### src/rtl/irq_pending_if.sv
// Request/service bus between irq_pending and its priority-encoder consumer.
// Parameter N sets the number of request lines; W is the ack_pos width.
interface irq_pending_if #(
    parameter int N = 8,
    parameter int W = (N > 1) ? $clog2(N) : 1
);
    logic [N-1:0] req;
    logic [N-1:0] mask;
    logic [N-1:0] snap;
    logic         valid;
    logic         ack;
    logic [W-1:0] ack_pos;
    logic         ack_err;
    logic [N-1:0] ovf;

    // Handshake: valid=1 means snap is frozen and non-zero. A transfer occurs on a
    // posedge where valid && ack && snap[ack_pos]. That transfer clears the serviced
    // bit and drops valid for at least one cycle. Any other ack produces a
    // one-cycle ack_err pulse and no other effect.
    modport master (
        output req, mask, ack, ack_pos,
        input  snap, valid, ack_err, ovf
    );

    modport slave (
        input  req, mask, ack, ack_pos,
        output snap, valid, ack_err, ovf
    );
endinterface

### src/rtl/irq_pending.sv
// Request latch and snapshot stage that feeds a lowest-index priority encoder.
// Optional per-line overflow tracking is enabled by defining IRQ_OVERFLOW_EN.
module irq_pending #(
    parameter int N    = 8,
    parameter int EDGE = 1
) (
    input  logic         clk,
    input  logic         rst,
    irq_pending_if.slave bus,
    output logic         dbg_state,
    output logic [N-1:0] dbg_pending
);
    localparam int W = (N > 1) ? $clog2(N) : 1;
    localparam int P = 1 << W;

    typedef enum logic {
        IDLE = 1'b0,
        REQ  = 1'b1
    } state_t;

    state_t       state;
    state_t       state_next;
    logic [N-1:0] req_d;
    logic [N-1:0] pending;
    logic [N-1:0] set;
    logic [N-1:0] clr;
    logic [N-1:0] eligible;
    logic [N-1:0] snap_q;
    logic [N-1:0] ovf_q;
    logic [P-1:0] snap_ext;
    logic [P-1:0] clr_ext;
    logic         snap_bit;
    logic         snap_load;
    logic         valid;
    logic         ack_hit;
    logic         ack_err_next;
    logic         ack_err_q;

    // Set term and presentation mask.
    always_comb begin
        set = bus.req;
        if (EDGE != 0) begin
            set = bus.req & ~req_d;
        end
        eligible = pending & ~bus.mask;
    end

    // Out-of-range ack_pos reads a zero pad bit, so it is reported as an error.
    always_comb begin
        snap_ext         = '0;
        snap_ext[N-1:0]  = snap_q;
        snap_bit         = snap_ext[bus.ack_pos];
    end

    // State register.
    always_ff @(posedge clk) begin
        if (rst) begin
            state <= IDLE;
        end else begin
            state <= state_next;
        end
    end

    // Next-state logic.
    always_comb begin
        state_next = state;
        case (state)
            IDLE: begin
                if (|eligible) begin
                    state_next = REQ;
                end
            end
            REQ: begin
                if (bus.ack && snap_bit) begin
                    state_next = IDLE;
                end
            end
            default: state_next = IDLE;
        endcase
    end

    // Output decode.
    always_comb begin
        valid        = (state == REQ);
        snap_load    = (state == IDLE) && (|eligible);
        ack_hit      = bus.ack && valid && snap_bit;
        ack_err_next = bus.ack && !ack_hit;
        clr_ext      = '0;
        clr_ext[bus.ack_pos] = ack_hit;
        clr          = clr_ext[N-1:0];
    end

    // A line already high across reset is not a fresh edge, so req_d keeps tracking.
    always_ff @(posedge clk) begin
        req_d <= bus.req;
    end

    always_ff @(posedge clk) begin
        if (rst) begin
            pending   <= '0;
            snap_q    <= '0;
            ack_err_q <= 1'b0;
        end else begin
            pending   <= (pending & ~clr) | set;
            ack_err_q <= ack_err_next;
            if (snap_load) begin
                snap_q <= eligible;
            end
        end
    end

`ifdef IRQ_OVERFLOW_EN
    // A set landing on a still-pending, not-being-cleared bit loses a request.
    always_ff @(posedge clk) begin
        if (rst) begin
            ovf_q <= '0;
        end else begin
            ovf_q <= (ovf_q & ~clr) | (set & pending & ~clr);
        end
    end
`else
    assign ovf_q = '0;
`endif

    assign bus.snap    = snap_q;
    assign bus.valid   = valid;
    assign bus.ack_err = ack_err_q;
    assign bus.ovf     = ovf_q;
    assign dbg_state   = state;
    assign dbg_pending = pending;

    snap_stable_in_req: assert property (
        @(posedge clk) disable iff (rst)
        (state == REQ && $past(state) == REQ && !$past(rst)) |-> $stable(snap_q)
    );

    valid_implies_snap: assert property (
        @(posedge clk) disable iff (rst)
        valid |-> (|snap_q)
    );
endmodule
### src/flat_wrapper.sv
// flat-port wrapper written by rule: the top's interface ports become plain ports
module irq_pending_flat 
#(
    parameter int N    = 8,
    parameter int EDGE = 1
)
  (clk, rst, dbg_state, dbg_pending, bus_req, bus_mask, bus_ack, bus_ack_pos, bus_snap, bus_valid, bus_ack_err, bus_ovf);
  irq_pending_if #(.N(N)) bus_i ();
  input  logic clk;
  input  logic rst;
  output logic dbg_state;
  output logic [N-1:0] dbg_pending;
  input wire logic [$bits(bus_i.req)-1:0] bus_req;
  input wire logic [$bits(bus_i.mask)-1:0] bus_mask;
  input wire logic [$bits(bus_i.ack)-1:0] bus_ack;
  input wire logic [$bits(bus_i.ack_pos)-1:0] bus_ack_pos;
  output wire logic [$bits(bus_i.snap)-1:0] bus_snap;
  output wire logic [$bits(bus_i.valid)-1:0] bus_valid;
  output wire logic [$bits(bus_i.ack_err)-1:0] bus_ack_err;
  output wire logic [$bits(bus_i.ovf)-1:0] bus_ovf;
  assign bus_i.req = bus_req;
  assign bus_i.mask = bus_mask;
  assign bus_i.ack = bus_ack;
  assign bus_i.ack_pos = bus_ack_pos;
  assign bus_snap = bus_i.snap;
  assign bus_valid = bus_i.valid;
  assign bus_ack_err = bus_i.ack_err;
  assign bus_ovf = bus_i.ovf;
  irq_pending #(.N(N), .EDGE(EDGE)) u_core (.clk(clk), .rst(rst), .bus(bus_i), .dbg_state(dbg_state), .dbg_pending(dbg_pending));
endmodule
### config.mk
export PLATFORM = sky130hd
export DESIGN_NAME = irq_pending_flat
export DESIGN_NICKNAME = d
export VERILOG_FILES = /design/src/rtl/irq_pending_if.sv /design/src/rtl/irq_pending.sv /design/src/flat_wrapper.sv
export SDC_FILE = /design/constraint.sdc
export NUM_CORES = 1
export LEC_CHECK = 0
export CORE_MARGIN = 2
export CORE_UTILIZATION = 25
export DETAILED_ROUTE_END_ITERATION = 8
export PLACE_DENSITY = 0.62
export SLEW_MARGIN = 20
export SYNTH_ARGS = -nofsm -noshare
export SYNTH_HDL_FRONTEND = slang
export SYNTH_SLANG_ARGS = --single-unit
### constraint.sdc
create_clock -name clk -period 1.95 [get_ports clk]
set_clock_uncertainty 0.15 [all_clocks]
set_input_delay 0.39 -clock clk [delete_from_list [all_inputs] [get_ports clk]]
set_output_delay 0.39 -clock clk [all_outputs]
set_load 0.1 [all_outputs]
==> out/qor.csv <==
metric,value,unit
register bit total from synthesis,26,
placed cells,228,
CTS sink count,26,
Pwr per Cell Area,839.0,mW/mm^2
cell accounting for the most synthesized area,dfxtp_1,
CTS resizes,1,
MaxCap Viol Count,0,
Slew Limit Fails,0,
synth unique cells,24,
sequential power share,37.8,%
Final setup violation count,0,
Static Leakage,0.7272,nW
critical path capture point type,flop,
Initial Utilization,26.42,%
end point of the critical path,u_core.bus.valid,
clock share of power,28.5,%
IO Port Bufs,40,
area grow syn2layout,62.45,%
# diodes,0,
I/O pin cnt,49,
Total GRT Usage,11.80,%
total wire length,2822,um
ranking of synthesized cells by area,"dfxtp_1, a21oi_1, buf_4",
fraction of the yosys area taken by sequential cells,44.64,%
Pwr Total,1.589,mW
FF-to-FF Start,u_core.bus.snap[5],
Fmax,556.7,MHz
final instance area,0.001894,sq mm
share of cells above drive strength 1,23.33,%
die height,72.30,um
Hold Crit Depth,3,
Critical-path top delay cell,clkdlybuf4s50_1,
Combinational Power Share,33.7,%
H-Tree Depth,1,
Worst VDD drop,0.3795,mV
GPL Wtd Cong,0.8179,
placed cell areas,0.001824,sq mm
RSZ-0062 raised after global routing,no,
CP required,1.95,ns
CTS tree,done,
average cell area after synthesis,8.638,sq um
via count,1069,
initial antenna violation count,0,
first-pass GRT wire length,4802,um
Synth Instances,135,
worst reg2reg path depth,4,
DRT Pass-1 Iters,4,
Layout Utilization,42.91,%
Overflow after GRT,0,
Final ANT Viol Nets,0,
asr flop ratio synth,0,%
Final Hold Viols,0,
internal power,1.030,mW
clock-pin slew on the worst setup and hold paths,0.10,ns
mapped cell area,0.001166,sq mm
Psw,559.3,uW
Hold Crit Class,reg -> reg,
vias in the first global route,1012,
Post-synth EDFFs,0,
vias per cell,4.608,
DRC errors left,0,
status,"complete, no violations",
Yosys Warn Count,0,
R2R Setup Slk,0.39,ns
die width,72.30,um
Final Critical Period,1.796,ns
CTS Buf Count,3,
worst-skew pair later-pin latency,0.27,ns
FF-to-FF End,u_core.bus.valid,
WS Path Type,in -> reg,
CTS Root Cell,clkbuf_8,
switching fraction of total power,35.19,%
DRT iter0 DRCs,55,
setup repair bufs after CTS,0,
CP Data Arrival Time,1.80,ns
layout net count,203,
nature of the critical path startpoint,primary input,
fin crit share,92.12,%
ys flop type,dfxtp_1,
hold buffer count at cts,0,
CTS Buffer Depth,2,
ordered list of cells on the worst path,clkdlybuf4s50_1 > or2b_1 > o22ai_1 > or2_1 > a311oi_2,
DP HPWL,2224,um
CP startpoint,bus_ack_pos[2],
std cell rows,24,
"Cell Count, Final, Fillers Out",232,
CP peak stage delay,0.51,ns
core area,0.004414,sq mm
largest net degree at the start of global routing,20,
Yosys top cell area share,44.64,%
Crit Path Max Fanout,10,
DIE AREA,0.005227,sq mm
Avg WL per Cell,12.16,um
-- power by group through the flow --
stage | sequential (mW) | combinational, mW | clock (mW)
after global placement | 0.614 | 0.534 | 0
after floorplan | 0.764 | 0.201 | 0
after global routing | 0.606 | 0.561 | 0.483
final | 0.601 | 0.536 | 0.453
after detailed placement | 0.613 | 0.538 | 0
after CTS | 0.601 | 0.538 | 0.461
-- worst min path at each step --
stage                                  endpoint                   from
after floorplan                 u_core.req_d[0]             bus_req[0]
after global placement    u_core.dbg_pending[7]        u_core.req_d[7]
after detailed placement  u_core.dbg_pending[2]        u_core.req_d[2]
after CTS                 u_core.dbg_pending[2]        u_core.req_d[2]
after global routing      u_core.dbg_pending[7]  u_core.dbg_pending[7]
final                     u_core.dbg_pending[2]        u_core.req_d[2]
-- layer usage --
metal	wire length, um	part of all wire (%)	GRT usage [%]	vias to the layer above
li1	-	-	-	540
met1	1352	48	16.31	479
met2	1220	43	17.74	46
met3	211	7.5	2.917	4
met4	38	1.3	4.403	0
met5	0	0	0	-
-- worst max-delay path: cells and delay by family --
| kind | cells | cell delay (ns) |
|---|---|---|
| AO/OA/AOI/OAI | 2 | 0.29 |
| buffers and inverters | 1 | 0.51 |
| AND/OR/NAND/NOR | 2 | 0.60 |
-- cells in the mapped netlist, drive strengths merged, types with 4 or more instances --
library cell  count
nand2b           10
buf              13
mux2i             4
a211oi            8
nor2b             8
a21oi            17
nand3             9
dfxtp            26
nor3              8
clkbuf            4
nor2             16
-- layout make-up --
cell class | count | area, sq um
clock buffer | 3 | 41.29
clock inverter | 1 | 30.03
fill | 421 | 2520
multi-input combinational | 99 | 558.0
sequential | 26 | 528.0
tap | 52 | 65.06
timing repair buffer | 51 | 671.9
-- cell usage in the layout (no fill, tap or decap), types with 9 or more instances in the layout --
cell type	synthesis	layout
buf_12	0	19
dfxtp_1	26	20
nand2b_1	10	10
clkdlybuf4s50_1	0	20
buf_4	9	11
a21oi_1	17	17
nand3_1	9	9
nor2_1	16	16
-- metrics by stage --
step	hold slack (ns)	worst slack [ns]	setup TNS, ns
after floorplan	0.2677	-0.1205	-1.090
after global placement	0.3571	-0.2205	-1.667
after detailed placement	0.3621	-0.3274	-2.820
after CTS	0.3778	0.1479	0
after global routing	0.4027	0.04317	0
final	0.3770	0.1536	0
-- kinds of logic (layout without fill, tap and decap cells) --
kind of cell | Yosys count | in the layout | synth area share [%]
other | 1 | 8 | 0.3216
muxes | 4 | 4 | 3.434
buffers and inverters | 17 | 55 | 9.762
and+or+nand+nor | 59 | 59 | 27.04
AOI/OAI and AO/OA | 28 | 28 | 14.81
DFF | 26 | 26 | 44.64
-- state kept, by name (all words and copies together) (netlist names) --
name	count
u_core.bus.valid	1
u_core.req_d	8
u_core.dbg_pending	8
u_core.bus.snap	8
u_core.bus.ack_err	1
Note: power is estimated with default switching activity, not from simulation.
